File: src/rtl/pipes.sv
// Shared types for the M-extension sequencer: op encoding, 64-bit datapath
// width, sign-extended MIN constants and op-class helpers.
package pipes;

    localparam int unsigned XLEN = 64;

    typedef enum logic [3:0] {
        OP_MUL,
        OP_MULW,
        OP_DIV,
        OP_DIVU,
        OP_REM,
        OP_REMU,
        OP_DIVW,
        OP_DIVUW,
        OP_REMW,
        OP_REMUW
    } muldiv_op_t;

    localparam logic [XLEN-1:0] I64_MIN = 64'h8000_0000_0000_0000;
    localparam logic [XLEN-1:0] I32_MIN = 64'hFFFF_FFFF_8000_0000;

    function automatic logic op_is_mul(muldiv_op_t op);
        return (op == OP_MUL) || (op == OP_MULW);
    endfunction

    function automatic logic op_is_w(muldiv_op_t op);
        return (op == OP_MULW) || (op == OP_DIVW) || (op == OP_DIVUW) ||
               (op == OP_REMW) || (op == OP_REMUW);
    endfunction

    // Signed divide/remainder flavours (multiply is sign-agnostic in the low half)
    function automatic logic op_is_signed(muldiv_op_t op);
        return (op == OP_DIV) || (op == OP_REM) || (op == OP_DIVW) || (op == OP_REMW);
    endfunction

    function automatic logic op_is_rem(muldiv_op_t op);
        return (op == OP_REM) || (op == OP_REMU) || (op == OP_REMW) || (op == OP_REMUW);
    endfunction

endpackage

File: src/rtl/muldiv_ctrl_if.sv
// Issue-side bundle of muldiv_ctrl: op offer, flush, stall and result pulse.
interface muldiv_ctrl_if;
    import pipes::*;

    logic                in_valid;
    muldiv_op_t          in_op;
    logic [XLEN-1:0]     in_a;
    logic [XLEN-1:0]     in_b;
    logic                in_ready;
    logic                flush;
    logic                busy;
    logic                out_valid;
    logic [XLEN-1:0]     out_result;

    modport master (
        output in_valid, in_op, in_a, in_b, flush,
        input  in_ready, busy, out_valid, out_result
    );

    modport slave (
        input  in_valid, in_op, in_a, in_b, flush,
        output in_ready, busy, out_valid, out_result
    );

endinterface

File: src/rtl/muldiv_fixup.sv
// Combinational operand and result conditioning for muldiv_ctrl.
// Operand half: W extension, divider magnitudes, special-case detection.
// Result half: sign restore, special-case override, W sign-extension.
module muldiv_fixup
    import pipes::*;
(
    input  muldiv_op_t      op_in,
    input  logic [XLEN-1:0] a_in,
    input  logic [XLEN-1:0] b_in,
    output logic [XLEN-1:0] ext_a_c,
    output logic [XLEN-1:0] abs_a_c,
    output logic [XLEN-1:0] abs_b_c,
    output logic            qneg_c,
    output logic            rneg_c,
    output logic            dz_c,
    output logic            ovf_c,
    output logic            mz_c,

    input  muldiv_op_t      op_res,
    input  logic [XLEN-1:0] prod,
    input  logic [XLEN-1:0] quo,
    input  logic [XLEN-1:0] rem,
    input  logic [XLEN-1:0] dividend,
    input  logic            res_qneg,
    input  logic            res_rneg,
    input  logic            res_dz,
    input  logic            res_ovf,
    input  logic            res_mz,
    output logic [XLEN-1:0] result_c
);

    logic [XLEN-1:0] ext_b;
    logic            neg_a;
    logic            neg_b;
    logic            in_w;
    logic            in_sg;
    logic            in_mul;

    // Operand conditioning at accept
    always_comb begin
        in_w   = op_is_w(op_in);
        in_sg  = op_is_signed(op_in);
        in_mul = op_is_mul(op_in);
        ext_a_c = a_in;
        ext_b   = b_in;
        if (in_w) begin
            ext_a_c = in_sg ? {{32{a_in[31]}}, a_in[31:0]} : {32'h0, a_in[31:0]};
            ext_b   = in_sg ? {{32{b_in[31]}}, b_in[31:0]} : {32'h0, b_in[31:0]};
        end
        neg_a   = in_sg & ext_a_c[XLEN-1];
        neg_b   = in_sg & ext_b[XLEN-1];
        abs_a_c = neg_a ? (~ext_a_c + 64'd1) : ext_a_c;
        abs_b_c = neg_b ? (~ext_b + 64'd1) : ext_b;
        qneg_c  = neg_a ^ neg_b;
        rneg_c  = neg_a;
        dz_c    = !in_mul && (ext_b == 64'd0);
        ovf_c   = in_sg && (ext_b == {XLEN{1'b1}}) &&
                  (ext_a_c == (in_w ? I32_MIN : I64_MIN));
        if (in_w) begin
            mz_c = in_mul && ((a_in[31:0] == 32'd0) || (b_in[31:0] == 32'd0));
        end else begin
            mz_c = in_mul && ((a_in == 64'd0) || (b_in == 64'd0));
        end
    end

    logic [XLEN-1:0] q_fix;
    logic [XLEN-1:0] r_fix;
    logic [XLEN-1:0] res;
    logic            res_w;
    logic            res_is_rem;

    // Result conditioning in FIX
    always_comb begin
        res_w      = op_is_w(op_res);
        res_is_rem = op_is_rem(op_res);
        q_fix = res_qneg ? (~quo + 64'd1) : quo;
        r_fix = res_rneg ? (~rem + 64'd1) : rem;
        if (op_is_mul(op_res)) begin
            res = prod;
        end else if (res_is_rem) begin
            res = r_fix;
        end else begin
            res = q_fix;
        end
        if (res_dz) begin
            res = res_is_rem ? dividend : {XLEN{1'b1}};
        end else if (res_ovf) begin
            res = res_is_rem ? 64'd0 : (res_w ? I32_MIN : I64_MIN);
        end else if (res_mz) begin
            res = 64'd0;
        end
        result_c = res_w ? {{32{res[31]}}, res[31:0]} : res;
    end

endmodule

File: src/rtl/muldiv_ctrl.sv
// Execute-stage sequencer for the shared multicycle multiplier/divider.
// Optional macro MULDIV_FASTPATH_EN: divide-by-zero, overflow and multiply
// by zero bypass the units and go straight to FIX.
module muldiv_ctrl
    import pipes::*;
(
    input  logic            clk,
    input  logic            reset,
    muldiv_ctrl_if.slave    io,
    output logic            mul_valid,
    output logic [XLEN-1:0] mul_a,
    output logic [XLEN-1:0] mul_b,
    input  logic            mul_done,
    input  logic [XLEN-1:0] mul_c,
    output logic            div_valid,
    output logic [XLEN-1:0] div_a,
    output logic [XLEN-1:0] div_b,
    input  logic            div_done,
    input  logic [XLEN-1:0] div_q,
    input  logic [XLEN-1:0] div_r
);

    typedef enum logic [2:0] {
        S_IDLE,
        S_LAUNCH,
        S_WAIT,
        S_FIX,
        S_DONE,
        S_DRAIN
    } state_t;

    state_t          state_q, state_d;
    muldiv_op_t      op_q, op_d;
    logic [XLEN-1:0] dvd_q, dvd_d;
    logic            qneg_q, qneg_d;
    logic            rneg_q, rneg_d;
    logic            dz_q, dz_d;
    logic            ovf_q, ovf_d;
    logic            mz_q, mz_d;
    logic            mul_valid_q, mul_valid_d;
    logic            div_valid_q, div_valid_d;
    logic [XLEN-1:0] mul_a_q, mul_a_d;
    logic [XLEN-1:0] mul_b_q, mul_b_d;
    logic [XLEN-1:0] div_a_q, div_a_d;
    logic [XLEN-1:0] div_b_q, div_b_d;
    logic            out_valid_q, out_valid_d;
    logic [XLEN-1:0] out_result_q, out_result_d;
    logic            busy_q, busy_d;
    logic            in_ready_q, in_ready_d;

    logic [XLEN-1:0] ext_a_c, abs_a_c, abs_b_c, result_c;
    logic            qneg_c, rneg_c, dz_c, ovf_c, mz_c;
    logic            sel_done_c;
    logic            fast_c;

    muldiv_fixup u_fixup (
        .op_in    (io.in_op),
        .a_in     (io.in_a),
        .b_in     (io.in_b),
        .ext_a_c  (ext_a_c),
        .abs_a_c  (abs_a_c),
        .abs_b_c  (abs_b_c),
        .qneg_c   (qneg_c),
        .rneg_c   (rneg_c),
        .dz_c     (dz_c),
        .ovf_c    (ovf_c),
        .mz_c     (mz_c),
        .op_res   (op_q),
        .prod     (mul_c),
        .quo      (div_q),
        .rem      (div_r),
        .dividend (dvd_q),
        .res_qneg (qneg_q),
        .res_rneg (rneg_q),
        .res_dz   (dz_q),
        .res_ovf  (ovf_q),
        .res_mz   (mz_q),
        .result_c (result_c)
    );

    // Next-state and registered-output logic
    always_comb begin
        state_d      = state_q;
        op_d         = op_q;
        dvd_d        = dvd_q;
        qneg_d       = qneg_q;
        rneg_d       = rneg_q;
        dz_d         = dz_q;
        ovf_d        = ovf_q;
        mz_d         = mz_q;
        mul_a_d      = mul_a_q;
        mul_b_d      = mul_b_q;
        div_a_d      = div_a_q;
        div_b_d      = div_b_q;
        out_result_d = out_result_q;
        mul_valid_d  = 1'b0;
        div_valid_d  = 1'b0;
        out_valid_d  = 1'b0;

        sel_done_c = op_is_mul(op_q) ? mul_done : div_done;
`ifdef MULDIV_FASTPATH_EN
        fast_c = dz_c | ovf_c | mz_c;
`else
        fast_c = 1'b0;
`endif

        case (state_q)
            S_IDLE: begin
                if (io.in_valid && !io.flush) begin
                    op_d    = io.in_op;
                    dvd_d   = ext_a_c;
                    qneg_d  = qneg_c;
                    rneg_d  = rneg_c;
                    dz_d    = dz_c;
                    ovf_d   = ovf_c;
                    mz_d    = mz_c;
                    mul_a_d = io.in_a;
                    mul_b_d = io.in_b;
                    div_a_d = abs_a_c;
                    div_b_d = abs_b_c;
                    if (fast_c) begin
                        state_d = S_FIX;
                    end else begin
                        state_d     = S_LAUNCH;
                        mul_valid_d = op_is_mul(io.in_op);
                        div_valid_d = !op_is_mul(io.in_op);
                    end
                end
            end
            S_LAUNCH: state_d = io.flush ? S_DRAIN : S_WAIT;
            S_WAIT: begin
                if (io.flush) begin
                    state_d = S_DRAIN;
                end else if (sel_done_c) begin
                    state_d = S_FIX;
                end
            end
            S_FIX: begin
                if (io.flush) begin
                    state_d = S_IDLE;
                end else begin
                    state_d      = S_DONE;
                    out_valid_d  = 1'b1;
                    out_result_d = result_c;
                end
            end
            S_DONE:  state_d = S_IDLE;
            S_DRAIN: if (sel_done_c) state_d = S_IDLE;
            default: state_d = S_IDLE;
        endcase

        busy_d     = (state_d != S_IDLE);
        in_ready_d = (state_d == S_IDLE);
    end

    // State and output registers, synchronous active-low reset
    always_ff @(posedge clk) begin
        if (!reset) begin
            state_q      <= S_IDLE;
            op_q         <= OP_MUL;
            dvd_q        <= '0;
            qneg_q       <= 1'b0;
            rneg_q       <= 1'b0;
            dz_q         <= 1'b0;
            ovf_q        <= 1'b0;
            mz_q         <= 1'b0;
            mul_valid_q  <= 1'b0;
            div_valid_q  <= 1'b0;
            mul_a_q      <= '0;
            mul_b_q      <= '0;
            div_a_q      <= '0;
            div_b_q      <= '0;
            out_valid_q  <= 1'b0;
            out_result_q <= '0;
            busy_q       <= 1'b0;
            in_ready_q   <= 1'b1;
        end else begin
            state_q      <= state_d;
            op_q         <= op_d;
            dvd_q        <= dvd_d;
            qneg_q       <= qneg_d;
            rneg_q       <= rneg_d;
            dz_q         <= dz_d;
            ovf_q        <= ovf_d;
            mz_q         <= mz_d;
            mul_valid_q  <= mul_valid_d;
            div_valid_q  <= div_valid_d;
            mul_a_q      <= mul_a_d;
            mul_b_q      <= mul_b_d;
            div_a_q      <= div_a_d;
            div_b_q      <= div_b_d;
            out_valid_q  <= out_valid_d;
            out_result_q <= out_result_d;
            busy_q       <= busy_d;
            in_ready_q   <= in_ready_d;
        end
    end

    assign mul_valid     = mul_valid_q;
    assign mul_a         = mul_a_q;
    assign mul_b         = mul_b_q;
    assign div_valid     = div_valid_q;
    assign div_a         = div_a_q;
    assign div_b         = div_b_q;
    assign io.busy       = busy_q;
    assign io.in_ready   = in_ready_q;
    assign io.out_result = out_result_q;
    // A flush landing on the DONE cycle must kill the pulse in that same cycle
    assign io.out_valid  = out_valid_q & ~io.flush;

endmodule

File: src/flat_wrapper.sv
// flat-port wrapper written by rule: the top's interface ports become plain ports
module muldiv_ctrl_flat import pipes::*;
  (clk, reset, mul_valid, mul_a, mul_b, mul_done, mul_c, div_valid, div_a, div_b, div_done, div_q, div_r, io_in_valid, io_in_op, io_in_a, io_in_b, io_flush, io_in_ready, io_busy, io_out_valid, io_out_result);
  muldiv_ctrl_if io_i ();
  input  logic clk;
  input  logic reset;
  output logic mul_valid;
  output logic [XLEN-1:0] mul_a;
  output logic [XLEN-1:0] mul_b;
  input  logic mul_done;
  input  logic [XLEN-1:0] mul_c;
  output logic div_valid;
  output logic [XLEN-1:0] div_a;
  output logic [XLEN-1:0] div_b;
  input  logic div_done;
  input  logic [XLEN-1:0] div_q;
  input  logic [XLEN-1:0] div_r;
  input wire logic [$bits(io_i.in_valid)-1:0] io_in_valid;
  input wire logic [$bits(io_i.in_op)-1:0] io_in_op;
  input wire logic [$bits(io_i.in_a)-1:0] io_in_a;
  input wire logic [$bits(io_i.in_b)-1:0] io_in_b;
  input wire logic [$bits(io_i.flush)-1:0] io_flush;
  output wire logic [$bits(io_i.in_ready)-1:0] io_in_ready;
  output wire logic [$bits(io_i.busy)-1:0] io_busy;
  output wire logic [$bits(io_i.out_valid)-1:0] io_out_valid;
  output wire logic [$bits(io_i.out_result)-1:0] io_out_result;
  assign io_i.in_valid = io_in_valid;
  assign io_i.in_op = io_in_op;
  assign io_i.in_a = io_in_a;
  assign io_i.in_b = io_in_b;
  assign io_i.flush = io_flush;
  assign io_in_ready = io_i.in_ready;
  assign io_busy = io_i.busy;
  assign io_out_valid = io_i.out_valid;
  assign io_out_result = io_i.out_result;
  muldiv_ctrl u_core (.clk(clk), .reset(reset), .io(io_i), .mul_valid(mul_valid), .mul_a(mul_a), .mul_b(mul_b), .mul_done(mul_done), .mul_c(mul_c), .div_valid(div_valid), .div_a(div_a), .div_b(div_b), .div_done(div_done), .div_q(div_q), .div_r(div_r));
endmodule
File: config.mk
export PLATFORM = sky130hd
export DESIGN_NAME = muldiv_ctrl_flat
export DESIGN_NICKNAME = d
export VERILOG_FILES = /design/src/rtl/pipes.sv /design/src/rtl/muldiv_ctrl_if.sv /design/src/rtl/muldiv_fixup.sv /design/src/rtl/muldiv_ctrl.sv /design/src/flat_wrapper.sv
export SDC_FILE = /design/constraint.sdc
export NUM_CORES = 1
export LEC_CHECK = 0
export ABC_AREA = 1
export ABC_CLOCK_PERIOD_IN_PS = 2500
export CAP_MARGIN = 0
export CORE_AREA = 2 2 254 256
export CTS_CLUSTER_SIZE = 24
export DETAILED_ROUTE_END_ITERATION = 10
export DIE_AREA = 0 0 256 258
export PLACE_DENSITY_LB_ADDON = 0.05
export SLEW_MARGIN = 30
export SYNTH_ARGS = -nofsm -noshare
export SYNTH_HDL_FRONTEND = slang
export SYNTH_SLANG_ARGS = --single-unit
File: constraint.sdc
create_clock -name clk -period 2.5 [get_ports clk]
set_input_delay 0.625 -clock clk [delete_from_list [all_inputs] [get_ports clk]]
set_output_delay 0.625 -clock clk [all_outputs]
set_load 0.01 [all_outputs]
==> results.toml, run 1 <==
[floorplan]
core_area_sq_um = 63600
dieHeight_microns = 258
die_area_sq_um = 66000
die_w_microns = 256
start_util = 0.390
io_pins = 655
rows = 93

[sta]
drv_slew = 0
skew_ns = 0.0517
setup_viol = 0
rsz0062_at_grt = "yes"
relSlewSlack = 0.493
tightest_slew_ns = 0.759
fin_ws_ns = 0.0638
hold_violations = 0
clock.fmax_mhz = 410
min_period_over_period = 0.974
min_period_ns = 2.44

[yosys]
ys_ff_latch = 367
synth_most_common_cell = "nand2_1"
synth_area_leaders = "dfxtp_1, nand2_1, nor2_1"
postSynthAreaPerCell_sq_um = 5.99
yosysSeqAreaShare = 0.296
ys_types = 62
synth_top_cell_area_share = 0.296
yosysWarnings = 0
synth_common_cells = "nand2_1, nor2_1, inv_1"
synth-edff-count = 0
synth_nets = 4473
netlist_instances = 4138
netlist_area_sq_um = 24800
synth-async-reset-ratio = 0
synth_area_leader_cell = "dfxtp_1"
dominantRegCellSynth = "dfxtp_1"

[finish]
nNetsFinal = 5826
synthToLayoutAreaGrowth_pct = 64.4
layout-drive-gt1-share = 0.228
design_area_sq_um = 40800

[global_routing]
antenna_found_initial = 24
first_global_vias = 31500
grt_use_total = 0.366
grt_max_degree = 91
grt_first_pass_wirelength_mm = 188
grt_overflow = 0

[placed_design]
placed_cell_area_sq_um = 38400
routabilityCongestion = 0.983
post-place-ws_ns = -0.854
dp_hpwl_mm = 101
io_buffers = 654

[clock_tree]
cts.path.max_buffers = 3
clkTransAtPathRegs_ns = 0.06
cts.sinks = 367
cts-hold-fix-buffers = 0
cts_made_buffers = 43
cts-root-buf = "clkbuf_16"
clock_latency_ns = 0.60
cts_tree = "done"
cts_max_level = 2

[power]
pwr_density_cell_nw_per_um2 = 475
vdd_drop_max_mv = 0.561
finalPower_w = 0.0194
p_leak_nw = 18.5

[drt]
routed_wl_mm = 127
vias = 33300
via_per_inst = 5.21
drt-initial-drc-count = 3015
postRouteAntennaNets = 0
drc = 0
avgRoutedWirePerCell_microns = 19.9
dr.pass1.iters = 6

[setup_path]
worst_ep_required_time_ns = 2.98
r2r_setup_slack_ns = 0.25
critPathKind = "in -> reg"
cp-start-kind = "input port"
crit_path_end_kind = "flop"
crit_fanout = 3
critical_path_arrival_ns = 2.92

[job]
cap_violations = 0

[hold_path]
hp-class = "in -> reg"

[run_status]
status = "finished, final reports clean"
flip-flops by register name, indices dropped and copies added, names as in the netlist, 3 cells and up:
signal	count
u_core.mul_a	63
u_core.dvd_q	32
u_core.div_b	64
u_core.op_q	4
u_core.io.out_result	64
u_core.div_a	64
u_core.state_q	3
u_core.mul_b	63
per-layer routing:
layer / wire (microns) / GRT usage / up-vias / share of wire
li1: - / - / 16300 / -
met1: 52700 / 0.459 / 15400 / 0.42
met2: 59500 / 0.621 / 1300 / 0.47
met3: 9500 / 0.0710 / 253 / 0.075
met4: 5040 / 0.139 / 24 / 0.040
met5: 172 / 0 / - / 0.0014
critical path, cell delays in order:
cell,delay (ns)
clkdlybuf4s50_1,0.43
inv_1,0.09
ha_2,0.19
nand3_2,0.11
nor2_4,0.12
buf_4,0.13
nand2_1,0.08
nor2_1,0.10
buf_4,0.15
nand2_1,0.08
nand2_2,0.13
nand2_1,0.06
nand2_1,0.05
nand3_1,0.07
nand3_1,0.10
nand2_1,0.08
nand2_1,0.08
nand3_1,0.07
a21oi_1,0.15
stage by stage:
stage / hold WS (ns) / setup TNS, ns / cells / util
3_5_place_dp: 0.457 / -114.39 / 6283 / 0.604
5_1_grt: 0.376 / -0.538 / 6389 / 0.641
3_3_place_gp: 0.454 / -104.97 / 6283 / 0.604
6_report: 0.374 / 0 / 6391 / 0.641
2_1_floorplan: 0.442 / 0 / 4138 / -
4_1_cts: 0.343 / 0 / 6368 / 0.629
cells in the final DEF, fill, tap and decap left out, types with 10 or more instances in the layout:
cell             Yosys  final
buf_12               0     41
a211oi_1            10     10
diode_2              0     12
nand3_2              6     30
buf_4               42    860
a21oi_1            228    224
nand3_1            402    375
o21a_1              17     17
nor4_1              18     17
o31ai_1             12     12
xor2_1              16     16
inv_1              441    432
nand3b_1            16     16
dfxtp_1            367    365
o21ai_1             32     39
o21bai_1            17     17
nor2_2              12     73
nand4_1             82     82
nand2_1           1004    961
dlymetal6s2s_1       0     28
nor2_1             547    470
nand2_2              7     45
nor3_1              46     42
o211ai_1            66     66
or2_2               30     27
clkbuf_16            0     44
inv_2               14     20
clkdlybuf4s50_1      0    621
a31oi_1             68     68
o21ai_0            335    326
nor2_4               9     25
layout make-up:
cell class	instances	area, sq um
fill	6027	22900
multi-input combinational	3065	15300
timing repair buffer	1556	13900
sequential	367	7350
inverter	458	1740
clock buffer	59	1220
tap	855	1070
clock inverter	19	233
antenna	12	30.0
cell families after synthesis:
family	Yosys count	synth area share
and+or+nand+nor	2199	0.383
xor gates and xnor gates	21	0.00741
AOI/OAI and AO/OA	839	0.193
adders and majority gates	5	0.00252
DFF	367	0.296
buffers and inverters	706	0.118
muxes	1	0.000404
worst paths after layout:
kind                         endpoint            start  cells after the start
min                  u_core.div_b[22]            reset                      3
min reg2reg           u_core.mul_b[8]  u_core.mul_b[8]                      2
max reg2reg  u_core.io.out_result[59]   u_core.op_q[3]                     10
max          u_core.io.out_result[50]         div_r[0]                     19
where the power goes:
group | internal [W] | switching [W]
Combinational | 0.00291 | 0.00332
Sequential | 0.00622 | 0.000288
Clock | 0.00385 | 0.00277
what timing repair did:
item,CTS,global route
buffers inserted,7,11
gates resized for setup,41,207
gates cloned,0,0
setup endpoints to repair,69,108
pin swaps,7,44
endpoints found under the hold margin,0,0
Note: power is estimated with default switching activity, not from simulation.
==> inputs of run 2 (changes only) <==
MAX_ROUTING_LAYER = met4   (was not set)
==> results.toml, run 2 (synthesis gave the netlist of run 1 again) <==
[run_status]
status = "finished, final reports clean"

[finish]
design_area_sq_um = 40900
final_cells = 6399
post-route-util = 0.642
layout_common_cells = "nand2_1, buf_4, clkdlybuf4s50_1"
synthToLayoutAreaGrowth_pct = 64.9
final_common_cell = "nand2_1"
fill_cells = 6058
nNetsFinal = 5827
layout-drive-gt1-share = 0.231

[clock_tree]
cts-hold-fix-buffers = 0
cts.path.max_buffers = 3
cts-root-buf = "clkbuf_16"
clock_latency_ns = 0.58
clkTransAtPathRegs_ns = 0.06
cts_tree = "done"
cts_max_level = 2
cts_made_buffers = 44
cts.sinks = 367

[power]
pwr_density_cell_nw_per_um2 = 475
pwr-share-seq = 0.335
switching_share = 0.327
p_clk_frac = 0.344
intPower_w = 0.0131
p_leak_nw = 18.5
vdd_drop_max_mv = 0.479
p_comb_frac = 0.322
finalPower_w = 0.0194
power.switching_w = 0.00635

[placed_design]
io_buffers = 654
placedCellCount = 6282
dp_hpwl_mm = 101
routabilityCongestion = 1.01
placed_cell_area_sq_um = 38400

[drt]
avgRoutedWirePerCell_microns = 19.9
drt-initial-drc-count = 2891
routed_wl_mm = 127
postRouteAntennaNets = 0
dr.pass1.iters = 6
vias = 33600
drc = 0
via_per_inst = 5.24

[sta]
clock.fmax_mhz = 412
skew_ns = 0.0176
drv_slew = 0
min_period_over_period = 0.972
relSlewSlack = 0.498
rsz0062_at_grt = "yes"
min_period_ns = 2.43
hold_violations = 0
setup_viol = 0
tightest_slew_ns = 0.753

[setup_path]
cp_cell_sequence = "clkdlybuf4s50_1 -> inv_2 -> ha_2 -> nand3_2 -> nor2_4 -> buf_4 -> nand2_1 -> nor2_1 -> buf_4 -> nand3_1 -> nand2_2 -> nand2_1 -> nand3_1 -> nand3_1 -> nand2_1 -> nand2_1 -> nand3_1 -> a21oi_1"
cp_slowest_cell = "clkdlybuf4s50_1"
crit_fanout = 3
cp-start-kind = "input port"
max_stage_delay_ns = 0.43
critical_path_arrival_ns = 2.88
critPathKind = "in -> reg"
crit_buf_inv = 4
worst_ep_required_time_ns = 2.95
critPathTopFamily = "simple AND/OR/NAND/NOR gates"
crit_path_end_kind = "flop"

[global_routing]
grt_use_total = 0.381
grt_overflow = 0
grt_max_degree = 144
grt_first_pass_wirelength_mm = 190
first_global_vias = 31900
antenna_found_initial = 21

[floorplan]
die_area_sq_um = 66000
core_area_sq_um = 63600
rows = 93
start_util = 0.390
dieHeight_microns = 258
io_pins = 655
die_w_microns = 256

[job]
cap_violations = 0

[hold_path]
hp-class = "in -> reg"
## run 2: cell types whose count changed in the layout (fill, tap and decap cells not counted), sizes merged
cell           before  now
diode              12   21
clkdlybuf4s50     621  618
dlymetal6s2s       28   31
clkinvlp            0    2
clkbuf             62   61
clkinv             14   13
inv               459  458
## run 2: area by class of cell
class	instances	area [sq um]	share of cell area
diodes	21	52.6	0.00129
clock buffers	58	1260	0.0309
clock inverters	19	204	0.00499
inverters	458	1750	0.0427
multi-input cells	3065	15300	0.375
flip-flops and latches	367	7350	0.180
well taps	855	1070	0.0262
repair buffers	1556	13900	0.339
## run 2: final timing paths
path	startpoint	to	slack, ns	cells past startpoint
hold / removal	reset	u_core.div_b[54]	0.38	3
hold reg to reg	u_core.mul_b[46]	u_core.mul_b[46]	0.47	2
setup / recovery	div_r[0]	u_core.io.out_result[42]	0.07	18
setup reg to reg	u_core.op_q[3]	u_core.io.out_result[60]	0.25	10
## run 2: per-stage QoR
step	hold WS [ns]	setup slack (ns)	TNS (ns)
2_1_floorplan	0.442	0.160	0
3_3_place_gp	0.453	-0.853	-111.62
3_5_place_dp	0.455	-0.907	-125.19
4_1_cts	0.356	-0.0376	-0.0376
5_1_grt	0.386	-0.0686	-0.690
6_report	0.380	0.0710	0
## run 2: timing repair
action                     CTS  global route
pin swaps                    5            56
setup buffers                1            18
gates resized for setup     35           232
hold endpoints to repair     0             0
setup endpoints to repair   85           107
## run 2: routing by layer
metal,vias up,global-route usage,part of all wire
li1,16400,-,-
met1,15500,0.459,0.41
met2,1402,0.628,0.47
met3,270,0.0711,0.077
met4,0,0.149,0.044
met5,-,-,0
## run 2: tightest hold or removal path: cells and delay by family
| family | cells | cell delay, ns |
|---|---|---|
| buffers and inverters | 1 | 0.14 |
| AO/OA/AOI/OAI | 2 | 0.13 |
## run 2: power groups by stage
stage               Sequential [W]  Combinational [W]  Clock, W
floorplan                  0.00664            0.00254         0
global placement           0.00661            0.00601         0
detailed placement         0.00661            0.00602         0
CTS                        0.00649            0.00608   0.00675
global route               0.00653            0.00675   0.00698
finish                     0.00651            0.00625   0.00668
